File: src/rtl/timer_dev_pkg.sv
// Shared definitions for the memory-mapped countdown timer:
// FSM encoding, register offsets, CTRL field positions and modes.
package timer_dev_pkg;

    typedef enum logic [1:0] {
        ST_IDLE = 2'd0,
        ST_LOAD = 2'd1,
        ST_CNT  = 2'd2,
        ST_INT  = 2'd3
    } state_e;

    localparam logic [1:0] ADDR_CTRL   = 2'd0;
    localparam logic [1:0] ADDR_PRESET = 2'd1;
    localparam logic [1:0] ADDR_COUNT  = 2'd2;

    localparam logic [1:0] MODE_ONESHOT = 2'b00;
    localparam logic [1:0] MODE_RELOAD  = 2'b01;

    localparam int CTRL_EN      = 0;
    localparam int CTRL_MODE_LO = 1;
    localparam int CTRL_MODE_HI = 2;
    localparam int CTRL_IM      = 3;
    localparam int CTRL_W       = 4;

endpackage

File: src/rtl/timer_dev.sv
// Programmable countdown timer on the system bridge: CTRL/PRESET/COUNT
// registers, a four-state countdown FSM and a combinational read port.
module timer_dev
    import timer_dev_pkg::*;
#(
    parameter logic [31:0] PRESET_RST = 32'd0
) (
    input  logic        clk,
    input  logic        reset,
    input  logic [1:0]  Addr,
    input  logic        WE,
    input  logic [31:0] Din,
    output logic [31:0] Dout,
    output logic        IRQ
);

    logic [CTRL_W-1:0] ctrl_q, ctrl_d;
    logic [31:0]       preset_q, preset_d;
    logic [31:0]       count_q, count_d;
    logic              irq_flag_q, irq_flag_d;
    state_e            state_q, state_d;

    always_comb begin
        ctrl_d     = ctrl_q;
        preset_d   = preset_q;
        count_d    = count_q;
        irq_flag_d = irq_flag_q;
        state_d    = state_q;

        case (state_q)
            ST_IDLE: if (ctrl_q[CTRL_EN]) state_d = ST_LOAD;
            ST_LOAD: begin
                count_d = preset_q;
                state_d = ST_CNT;
            end
            ST_CNT: begin
                if (!ctrl_q[CTRL_EN]) begin
                    state_d = ST_IDLE;
                end else if (count_q > 32'd1) begin
                    count_d = count_q - 32'd1;
                end else begin
                    count_d    = '0;
                    irq_flag_d = 1'b1;
                    state_d    = ST_INT;
                end
            end
            ST_INT: begin
                // Reload mode keeps Enable so IDLE re-arms on its own; any other mode stops.
                if (ctrl_q[CTRL_MODE_HI:CTRL_MODE_LO] == MODE_RELOAD) irq_flag_d = 1'b0;
                else ctrl_d[CTRL_EN] = 1'b0;
                state_d = ST_IDLE;
            end
            default: state_d = ST_IDLE;
        endcase

        // CPU writes are applied last so they override the FSM on the same edge.
        if (WE) begin
            case (Addr)
                ADDR_CTRL: begin
                    ctrl_d     = Din[CTRL_W-1:0];
                    irq_flag_d = 1'b0;
                    if (!Din[CTRL_EN]) state_d = ST_IDLE;
                end
                ADDR_PRESET: preset_d = Din;
                default: ;
            endcase
        end
    end

    always_ff @(posedge clk or negedge reset) begin
        if (!reset) begin
            ctrl_q     <= '0;
            preset_q   <= PRESET_RST;
            count_q    <= '0;
            irq_flag_q <= 1'b0;
            state_q    <= ST_IDLE;
        end else begin
            ctrl_q     <= ctrl_d;
            preset_q   <= preset_d;
            count_q    <= count_d;
            irq_flag_q <= irq_flag_d;
            state_q    <= state_d;
        end
    end

    always_comb begin
        case (Addr)
            ADDR_CTRL:   Dout = {{(32-CTRL_W){1'b0}}, ctrl_q};
            ADDR_PRESET: Dout = preset_q;
            ADDR_COUNT:  Dout = count_q;
            default:     Dout = '0;
        endcase
    end

    assign IRQ = ctrl_q[CTRL_IM] & irq_flag_q;

endmodule

File: config.mk
export PLATFORM = sky130hd
export DESIGN_NAME = timer_dev
export DESIGN_NICKNAME = d
export VERILOG_FILES = /design/src/rtl/timer_dev_pkg.sv /design/src/rtl/timer_dev.sv
export SDC_FILE = /design/constraint.sdc
export NUM_CORES = 1
export LEC_CHECK = 0
export BUFFER_PORTS_ARGS = -buffer_cell sky130_fd_sc_hd__buf_2
export CELL_PAD_IN_SITES_DETAIL_PLACEMENT = 1
export CELL_PAD_IN_SITES_GLOBAL_PLACEMENT = 1
export CORE_AREA = 2 2 97 99
export CTS_CLUSTER_DIAMETER = 50
export DETAILED_ROUTE_END_ITERATION = 10
export DIE_AREA = 0 0 99 101
export PLACE_DENSITY = 0.92
export SYNTH_ARGS = -nofsm -noshare
export SYNTH_HDL_FRONTEND = slang
export SYNTH_SLANG_ARGS = --single-unit
File: constraint.sdc
create_clock -name clk -period 5.69 [get_ports clk]
set_input_delay 1.4225 -clock clk [delete_from_list [all_inputs] [get_ports clk]]
set_output_delay 1.4225 -clock clk [all_outputs]
set_load 0.01 [all_outputs]
==> impl_metrics.json, run 1 <==
{
  "status": "finished, final reports clean",
  "min_path_type": "reg2reg",
  "power_density_mw_per_mm2": 490,
  "via_per_inst": 6.36,
  "drt_iter0_markers": 330,
  "path_class": "in2out",
  "crit_arrival_ns": 2.90,
  "grtUsageTotal_pct": 25.6,
  "hpwl_mm": 8.21,
  "die_height_um": 101,
  "final_util_pct": 53.1,
  "cp.buffers_inverters": 3,
  "grt_pass1_vias": 3811,
  "rsz0062_at_grt": "no",
  "firstDrtPassIters": 4,
  "fmax_mhz": 231,
  "grt_pass1_wl_mm": 20.2,
  "placed_area_mm2": 0.00450,
  "ys_top_cells_by_area": "dfrtp_1 43%, mux2_2 9.6%, a22o_1 6.9%, nand2_1 3.0%, clkbuf_1 2.4%",
  "synth-edff-count": 0,
  "wl_per_cell_um": 21.4,
  "start_util_pct": 45.5,
  "hold_viol_final": 0,
  "drive_above_1_share_pct": 30.1,
  "maxCapViolations": 0,
  "post_cts_resized": 0,
  "root_buffer": "clkbuf_8",
  "yosysUniqueCellTypes": 60,
  "cts_max_path_buffers": 2,
  "io_pins": 70,
  "post_cts_buffers": 0,
  "cts_made_buffers": 9,
  "ys.flop_type": "dfrtp_1",
  "skew_ns": 0.00720,
  "syn2layout_area_growth_pct": 16.6,
  "async_flop_share_pct": 100,
  "ys_seq_area_share_pct": 43.5,
  "period_minus_slack_ns": 4.32,
  "p_leak_nw": 2.01,
  "syn_area_mm2": 0.00409,
  "overflow": 0,
  "yosys.area.top_type": "dfrtp_1",
  "drc": 0,
  "max-slew-margin-rel_pct": 29.8,
  "syn_area_per_cell_um2": 10.1,
  "antenna-diode-count": 0,
  "synth.most_common_cell": "dfrtp_1",
  "fin_crit_sh_pct": 76.0,
  "antenna_found_initial": 0,
  "crit_fanout": 20,
  "syn_inst": 405,
  "ir_drop_mv": 0.187,
  "synth.top_cell.area_share_pct": 43.5,
  "drv_slew": 0,
  "vias": 3662,
  "synth_nets": 444,
  "cp-start-kind": "input pin",
  "fp.dieW_um": 99,
  "power_mw": 2.33,
  "tritoncts": "done",
  "hold_slack_ns": 0.534,
  "core_mm2": 0.00898,
  "crit_chain": "buf_2, nor2b_2, buf_4, nand2_1, o21ai_0, buf_2",
  "synth_seq_cells": 71,
  "post-route-cell-area_mm2": 0.00476,
  "tightest_slew_ns": 1.05,
  "die_area_mm2": 0.0100,
  "antenna_left": 0,
  "h-tree-depth": 3,
  "critPathMaxStageDelay_ns": 0.55,
  "hold_buffers": 0,
  "grt_start_max_net_pins": 72,
  "cp_data_required_time_ns": 4.27,
  "crit_slowest_cell": "nor2b_2",
  "rows": 35,
  "routed_wl_mm": 12.3,
  "clkSinkCount": 71,
  "crit_family": "buffers and inverters",
  "worstSkewPairLatency_ns": 0.35,
  "place_congestion": 0.910,
  "final_nets": 499,
  "setup_tns_ns": 0,
  "cp_common_cell": "buf_2",
  "path_clk_slew_ns": 0.08,
  "finalSetupViolations": 0,
  "ys.warnings.count": 0,
  "port_buffers": 69,
  "critPathCaptureType": "output port",
  "synth_common_cells": "71 x dfrtp_1, 35 x mux2_2, 33 x nand2_1, 32 x a22o_1, 26 x clkbuf_1"
}
stage by stage:
step,std cells,setup slack [ns]
2_1_floorplan,405,1.64
3_3_place_gp,560,1.52
3_5_place_dp,560,1.44
4_1_cts,576,1.36
5_1_grt,576,1.24
6_report,576,1.37
power breakdown:
part | total [mW] | switching [mW] | internal (mW)
Sequential | 0.925 | 0.250 | 0.675
Clock | 0.533 | 0.198 | 0.335
Combinational | 0.874 | 0.506 | 0.368
cell type report:
cell class / instances / area (µm²)
Inverter: 7 / 26.3
Clock buffer: 10 / 128
Multi-Input combinational cell: 294 / 2160
Tap cell: 111 / 139
Timing Repair Buffer: 77 / 405
Sequential cell: 71 / 1780
Clock inverter: 6 / 133
Fill cell: 1042 / 4210
path summary, 6_finish.rpt:
check                             start            to  slack (ns)  cells past startpoint
setup / recovery                Addr[0]       Dout[3]        1.37                      6
hold / removal             preset_q[28]   count_q[28]        0.53                      2
setup reg to reg             count_q[1]   count_q[28]        2.48                      7
hold reg to reg            preset_q[28]   count_q[28]        0.53                      2
max in group asynchronous         reset   count_q[20]        3.80                      2
min in group asynchronous         reset  preset_q[26]        1.25                      2
worst register-to-register path, stage by stage (launching register included):
cell and delay [ns]:
dfrtp_1 0.43, inv_1 0.15, ha_1 0.31, nor3b_1 0.71, nand4_1 0.54, or3_1 0.53
or3_1 0.31, o211ai_1 0.15
cells by family after synthesis:
kind of cell | Yosys count | synth area share, %
AOI/OAI and AO/OA | 131 | 25.3
and+or+nand+nor | 122 | 16.0
DFF | 71 | 43.5
buffers and inverters | 40 | 3.98
muxes | 39 | 10.6
adders and majority gates | 2 | 0.612
cell usage in the layout, fill, tap and decap left out, types with 2 or more instances in the layout:
cell        n
or2_2       3
o311a_1     2
nor2b_1     4
buf_4       8
a41oi_1     3
nand2b_1    5
buf_2      69
o21ai_0    17
nand2_1    33
nor3b_1     2
o41ai_1     6
a22o_1     32
o211ai_1   13
inv_1       6
o31ai_1     4
a32oi_1     9
a2bb2oi_1   2
mux2i_1     4
or3_1      11
nand3_1    17
mux2_2     35
dfrtp_1    71
a31oi_1     4
nor4_1      5
nor2_1     12
o311ai_0    5
and2_1      3
nand4_1     3
or4_1       4
bufinv_16   4
a22oi_1     7
clkbuf_8    9
a21oi_1     9
nor3_1      8
nor2b_2     3
ha_1        2
o211a_1     4
per-layer routing:
metal | share of wire, % | global-route usage, % | vias to the layer above
met1 | 43 | 34.4 | 1844
met2 | 49 | 41.8 | 120
met4 | 1.6 | 8.22 | 0
met5 | 0 | 0 | -
met3 | 6.1 | 4.85 | 17
li1 | - | - | 1681
registers in the layout, summed over array words and instances, names as in the netlist:
name	cells
count_q	32
ctrl_q	4
state_q	2
preset_q	32
irq_flag_q	1
(Power assumes the default switching activity.)
==> run 2, diff against run 1 <==
--- a/config.mk
+++ b/config.mk
@@ -8,11 +8,11 @@
 export BUFFER_PORTS_ARGS = -buffer_cell sky130_fd_sc_hd__buf_2
 export CELL_PAD_IN_SITES_DETAIL_PLACEMENT = 1
 export CELL_PAD_IN_SITES_GLOBAL_PLACEMENT = 1
-export CORE_AREA = 2 2 97 99
+export CORE_AREA = 2 2 100 102
 export CTS_CLUSTER_DIAMETER = 50
 export DETAILED_ROUTE_END_ITERATION = 10
-export DIE_AREA = 0 0 99 101
-export PLACE_DENSITY = 0.92
+export DIE_AREA = 0 0 102 104
+export PLACE_DENSITY = 0.88
 export SYNTH_ARGS = -nofsm -noshare
 export SYNTH_HDL_FRONTEND = slang
 export SYNTH_SLANG_ARGS = --single-unit
==> constraint.sdc (replaced) <==
create_clock -name clk -period 4.1 [get_ports clk]
set_input_delay 1.025 -clock clk [delete_from_list [all_inputs] [get_ports clk]]
set_output_delay 1.025 -clock clk [all_outputs]
set_load 0.01 [all_outputs]
==> run 2 against run 1 <==
Effect of this change: clock power grew 6.4%; first-iteration DRC count shrank 30%; setup slack lost 0.63 ns; critical path depth shrank 1; largest cell class unchanged; largest power group unchanged; combinational power grew 41%; highest routed layer unchanged; non-clock buffer count grew 5; wire length is the same.
==> impl_metrics.json, run 2 (synthesis results as in run 1) <==
{
  "status": "finished, final reports clean",
  "switching_share_pct": 43.2,
  "max-slew-margin-rel_pct": 24.0,
  "cts_made_buffers": 9,
  "tightest_slew_ns": 1.14,
  "multi_input_area_mm2": 0.00215,
  "post_cts_buffers": 0,
  "cp_data_required_time_ns": 3.07,
  "min_path_type": "reg2reg",
  "cts_max_path_buffers": 2,
  "finalSetupViolations": 0,
  "fmax_mhz": 297,
  "hold_viol_final": 0,
  "worstSkewPairLatency_ns": 0.35,
  "routed_wl_mm": 12.3,
  "crit_chain": "buf_2, nor2b_2, buf_4, a22o_1, buf_2",
  "drv_slew": 0,
  "final_cell_mix": "71 x dfrtp_1, 69 x buf_2, 35 x mux2_2",
  "grt_pass1_wl_mm": 20.3,
  "firstDrtPassIters": 4,
  "register_area_mm2": 0.00178,
  "tritoncts": "done",
  "post_cts_resized": 0,
  "grtUsageTotal_pct": 24.3,
  "layout_commonest_cell": "dfrtp_1",
  "clock_power_share_pct": 18.4,
  "cp_common_cell": "buf_2",
  "period_minus_slack_ns": 3.36,
  "antenna-diode-count": 0,
  "final_nets": 504,
  "cp-start-kind": "input pin",
  "skew_ns": 0.00952,
  "fp.dieW_um": 102,
  "wl_per_cell_um": 20.4,
  "crit_arrival_ns": 2.34,
  "path_class": "in2out",
  "via_per_inst": 6.20,
  "core_mm2": 0.00955,
  "drt_iter0_markers": 231,
  "rows": 36,
  "start_util_pct": 42.8,
  "power.internal_mw": 1.75,
  "root_buffer": "clkbuf_8",
  "top_regs": "count_q x32, preset_q x32, ctrl_q x4",
  "die_height_um": 104,
  "place_congestion": 0.862,
  "critPathMaxStageDelay_ns": 0.46,
  "crit_slowest_cell": "nor2b_2",
  "drive_above_1_share_pct": 30.4,
  "port_buffers": 69,
  "hold_buffers": 0,
  "syn2layout_area_growth_pct": 16.4,
  "p_leak_nw": 2.01,
  "die_area_mm2": 0.0106,
  "grt_pass1_vias": 3966,
  "hpwl_mm": 8.56,
  "h-tree-depth": 3,
  "p_sw_mw": 1.33,
  "crit_fanout": 19,
  "combinationalPowerShare_pct": 39.8,
  "grt_start_max_net_pins": 34,
  "final_util_pct": 49.8,
  "ir_drop_mv": 0.237,
  "clkSinkCount": 71,
  "antenna_found_initial": 0,
  "maxCapViolations": 0,
  "critPathCaptureType": "output port",
  "io_pins": 70,
  "fin_crit_sh_pct": 82.1,
  "seqPwrFrac_pct": 41.9,
  "setup_tns_ns": 0,
  "overflow": 0,
  "rsz0062_at_grt": "no",
  "drc": 0,
  "antenna_left": 0,
  "vias": 3736,
  "power_density_mw_per_mm2": 649,
  "rrSetupSlack_ns": 0.93,
  "path_clk_slew_ns": 0.08,
  "fillers": 1106
}
run 2: cell types whose count changed in the layout (fill, tap and decap cells not counted):
cell	change
nor2b_1	+1
clkinv_2	+2
buf_4	+5
clkbuf_8	+1
clkinvlp_4	-1
bufinv_16	-3
nor2b_2	-1
clkbuf_1	+1
run 2: per-layer routing:
layer	wire length (µm)	vias up	track usage (%)
met5	0	-	1.54
li1	-	1698	-
met2	6120	124	39.7
met4	235	0	8.95
met3	782	20	3.56
met1	5170	1894	32.2
run 2: path summary, 6_finish.rpt:
kind	from	endpoint	cells after the start
max	Addr[1]	Dout[9]	5
min	count_q[30]	count_q[30]	1
max reg2reg	count_q[25]	count_q[12]	5
min reg2reg	count_q[30]	count_q[30]	1
max in group asynchronous	reset	state_q[0]	2
min in group asynchronous	reset	count_q[23]	1
run 2: power by group through the flow:
stage	Clock [mW]	Sequential (mW)	Combinational (mW)
2_1_floorplan	0	1.13	0.928
3_3_place_gp	0	1.27	1.14
3_5_place_dp	0	1.29	1.21
4_1_cts	0.568	1.28	1.22
5_1_grt	0.601	1.34	1.35
6_report	0.567	1.29	1.23
run 2: per-stage QoR:
step	cells	hold slack, ns	power, mW	setup WS (ns)	area (µm²)
4_1_cts	603	0.526	3.07	0.726	4760
3_5_place_dp	587	0.518	2.50	0.727	4570
2_1_floorplan	405	0.461	2.06	0.847	4090
5_1_grt	603	0.557	3.29	0.619	4760
6_report	603	0.524	3.09	0.735	4760
3_3_place_gp	587	0.507	2.41	0.817	4570
run 2: area by class of cell:
| type | instances | share of cell area (%) |
|---|---|---|
| Tap cell | 133 | 3.50 |
| Sequential cell | 71 | 37.4 |
| Multi-Input combinational cell | 294 | 45.3 |
| Inverter | 7 | 0.552 |
| Clock inverter | 4 | 0.947 |
| Timing Repair Buffer | 82 | 9.31 |
| Clock buffer | 12 | 3.05 |
run 2: critical path: cells and delay by family:
kind            cells  cell delay, ns
simple gates        1            0.46
compound gates      1            0.18
buf+inv             3            0.67
==> run 3, diff against run 2 <==
--- a/config.mk
+++ b/config.mk
@@ -8,11 +8,11 @@
 export BUFFER_PORTS_ARGS = -buffer_cell sky130_fd_sc_hd__buf_2
 export CELL_PAD_IN_SITES_DETAIL_PLACEMENT = 1
 export CELL_PAD_IN_SITES_GLOBAL_PLACEMENT = 1
-export CORE_AREA = 2 2 100 102
+export CORE_AREA = 2 2 106 108
 export CTS_CLUSTER_DIAMETER = 50
 export DETAILED_ROUTE_END_ITERATION = 10
-export DIE_AREA = 0 0 102 104
-export PLACE_DENSITY = 0.88
+export DIE_AREA = 0 0 108 110
+export PLACE_DENSITY = 0.83
 export SYNTH_ARGS = -nofsm -noshare
 export SYNTH_HDL_FRONTEND = slang
 export SYNTH_SLANG_ARGS = --single-unit
==> constraint.sdc (replaced) <==
create_clock -name clk -period 2.7 [get_ports clk]
set_input_delay 0.675 -clock clk [delete_from_list [all_inputs] [get_ports clk]]
set_output_delay 0.675 -clock clk [all_outputs]
set_load 0.01 [all_outputs]
==> run 3 against run 2 <==
Effect of this change: core utilization shrank 3.8 points; clock-buffer cell count up 1; power increased by 54%; critical path depth did not move; die area rose by 12%; sequential share of layout area is 1.3 points lower; highest routed layer unchanged; cell area up 3.5%; register-to-register slack worse by 0.86 ns; clock power is 34% higher.
==> impl_metrics.json, run 3 (synthesis results as in run 1) <==
{
  "tritoncts": "done",
  "fin_crit_sh_pct": 97.3,
  "overflow": 0,
  "hold_viol_final": 0,
  "drt_iter0_markers": 230,
  "met1_length_mm": 5.47,
  "max-slew-margin-rel_pct": 17.8,
  "via_per_inst": 6.12,
  "drc": 0,
  "met3WireLength_um": 852,
  "power_density_mw_per_mm2": 966,
  "highest-signal-layer": "met4",
  "ir_drop_mv": 0.338,
  "die_area_mm2": 0.0119,
  "skew_ns": 0.0109,
  "vias": 3818,
  "cts_made_buffers": 9,
  "maxCapViolations": 0,
  "routed_wl_mm": 13.0,
  "h-tree-depth": 3,
  "grt_start_max_net_pins": 35,
  "rsz0062_at_grt": "no",
  "worstSkewPairLatency_ns": 0.35,
  "port_buffers": 69,
  "crit_fanout": 14,
  "syn2layout_area_growth_pct": 20.5,
  "min_path_type": "in2async",
  "routed-wl-met2_mm": 6.40,
  "crit_arrival_ns": 2.84,
  "firstDrtPassIters": 4,
  "period_minus_slack_ns": 2.63,
  "tightest_slew_ns": 1.23,
  "wl_per_cell_um": 20.8,
  "final_nets": 520,
  "antenna_left": 0,
  "grt_pass1_vias": 4072,
  "cp_data_required_time_ns": 2.92,
  "critPathCaptureType": "flop",
  "hold_slack_ns": 0.249,
  "post_cts_buffers": 0,
  "grtUsageTotal_pct": 22.9,
  "fp.dieW_um": 108,
  "path_clk_slew_ns": 0.08,
  "placed_area_mm2": 0.00473,
  "start_util_pct": 38.2,
  "drive_above_1_share_pct": 33.1,
  "root_buffer": "clkbuf_8",
  "antenna-diode-count": 0,
  "place_congestion": 0.912,
  "hpwl_mm": 8.94,
  "io_pins": 70,
  "layout_commonest_cell": "dfrtp_1",
  "cts_max_path_buffers": 2,
  "post-route-cell-area_mm2": 0.00492,
  "p_leak_nw": 2.10,
  "fmax_mhz": 381,
  "path_class": "reg2reg",
  "drv_slew": 0,
  "clkSinkCount": 71,
  "status": "finished, final reports clean",
  "core_mm2": 0.0107,
  "antenna_found_initial": 0,
  "final_cell_mix": "71 x dfrtp_1, 69 x buf_2, 35 x mux2_2",
  "grt_pass1_wl_mm": 20.9,
  "finalSetupViolations": 0,
  "cp-start-kind": "flop",
  "top_regs": "count_q x32, preset_q x32, ctrl_q x4",
  "fillers": 1219,
  "die_height_um": 110,
  "rows": 38
}
run 3: cell types whose count changed in the layout (fill, tap and decap cells not counted), sizes merged:
cell	change
bufinv	-1
buf	+16
clkinv	-2
clkbuf	+1
run 3: layout make-up:
class	instances	area [µm²]	share of cell area, %
clock buffer	13	159	3.23
clock inverter	1	5.00	0.102
inverter	7	26.3	0.534
multi-input combinational	294	2180	44.3
sequential	71	1780	36.1
tap	140	175	3.56
timing repair buffer	98	601	12.2
run 3: critical path: stages, from the launching register on:
cell	delay [ns]
dfrtp_1	0.40
or4_1	0.54
or4b_4	0.54
or4_4	0.63
nand2_4	0.22
o311ai_0	0.16
run 3: stage by stage:
step                total power [mW]  setup TNS, ns  setup slack [ns]  util [%]  cells
floorplan                       3.13              0           0.00146         -    405
global placement                3.80        -0.0650           -0.0213      44.2    610
detailed placement              3.94          -1.31            -0.140      44.2    610
CTS                             4.72              0            0.0231      45.8    624
global route                    5.06              0            0.0107      46.0    624
finish                          4.76              0            0.0732      46.0    624
run 3: what timing repair did:
item                       4_1_cts  5_1_grt
cloned                           0        0
pin swaps                        0        0
hold buffers                     0        0
gates resized for setup          1        4
setup endpoints to repair       24        8
run 3: worst paths after layout:
kind	startpoint	end	slack (ns)	cells after the start
min in group clk	ctrl_q[3]	ctrl_q[3]	0.53	1
setup reg to reg	count_q[26]	count_q[8]	0.07	5
hold / removal	reset	count_q[21]	0.25	1
hold reg to reg	ctrl_q[3]	ctrl_q[3]	0.53	1
setup / recovery	count_q[26]	count_q[8]	0.07	5
max in group asynchronous	reset	count_q[11]	1.79	2
run 3: report_power, final:
group          internal, mW  switching [mW]  leakage (nW)  total (mW)
registers              1.42           0.471         0.858        1.90
clock network         0.373           0.386        0.0854       0.759
logic                 0.902            1.20          1.16        2.10
total                  2.70            2.06          2.10        4.76
run 3: layer usage:
layer	global-route usage, %	up-vias
met5	0	-
met4	10.2	0
met3	4.76	19
met2	38.4	115
met1	28.7	1955
li1	-	1729
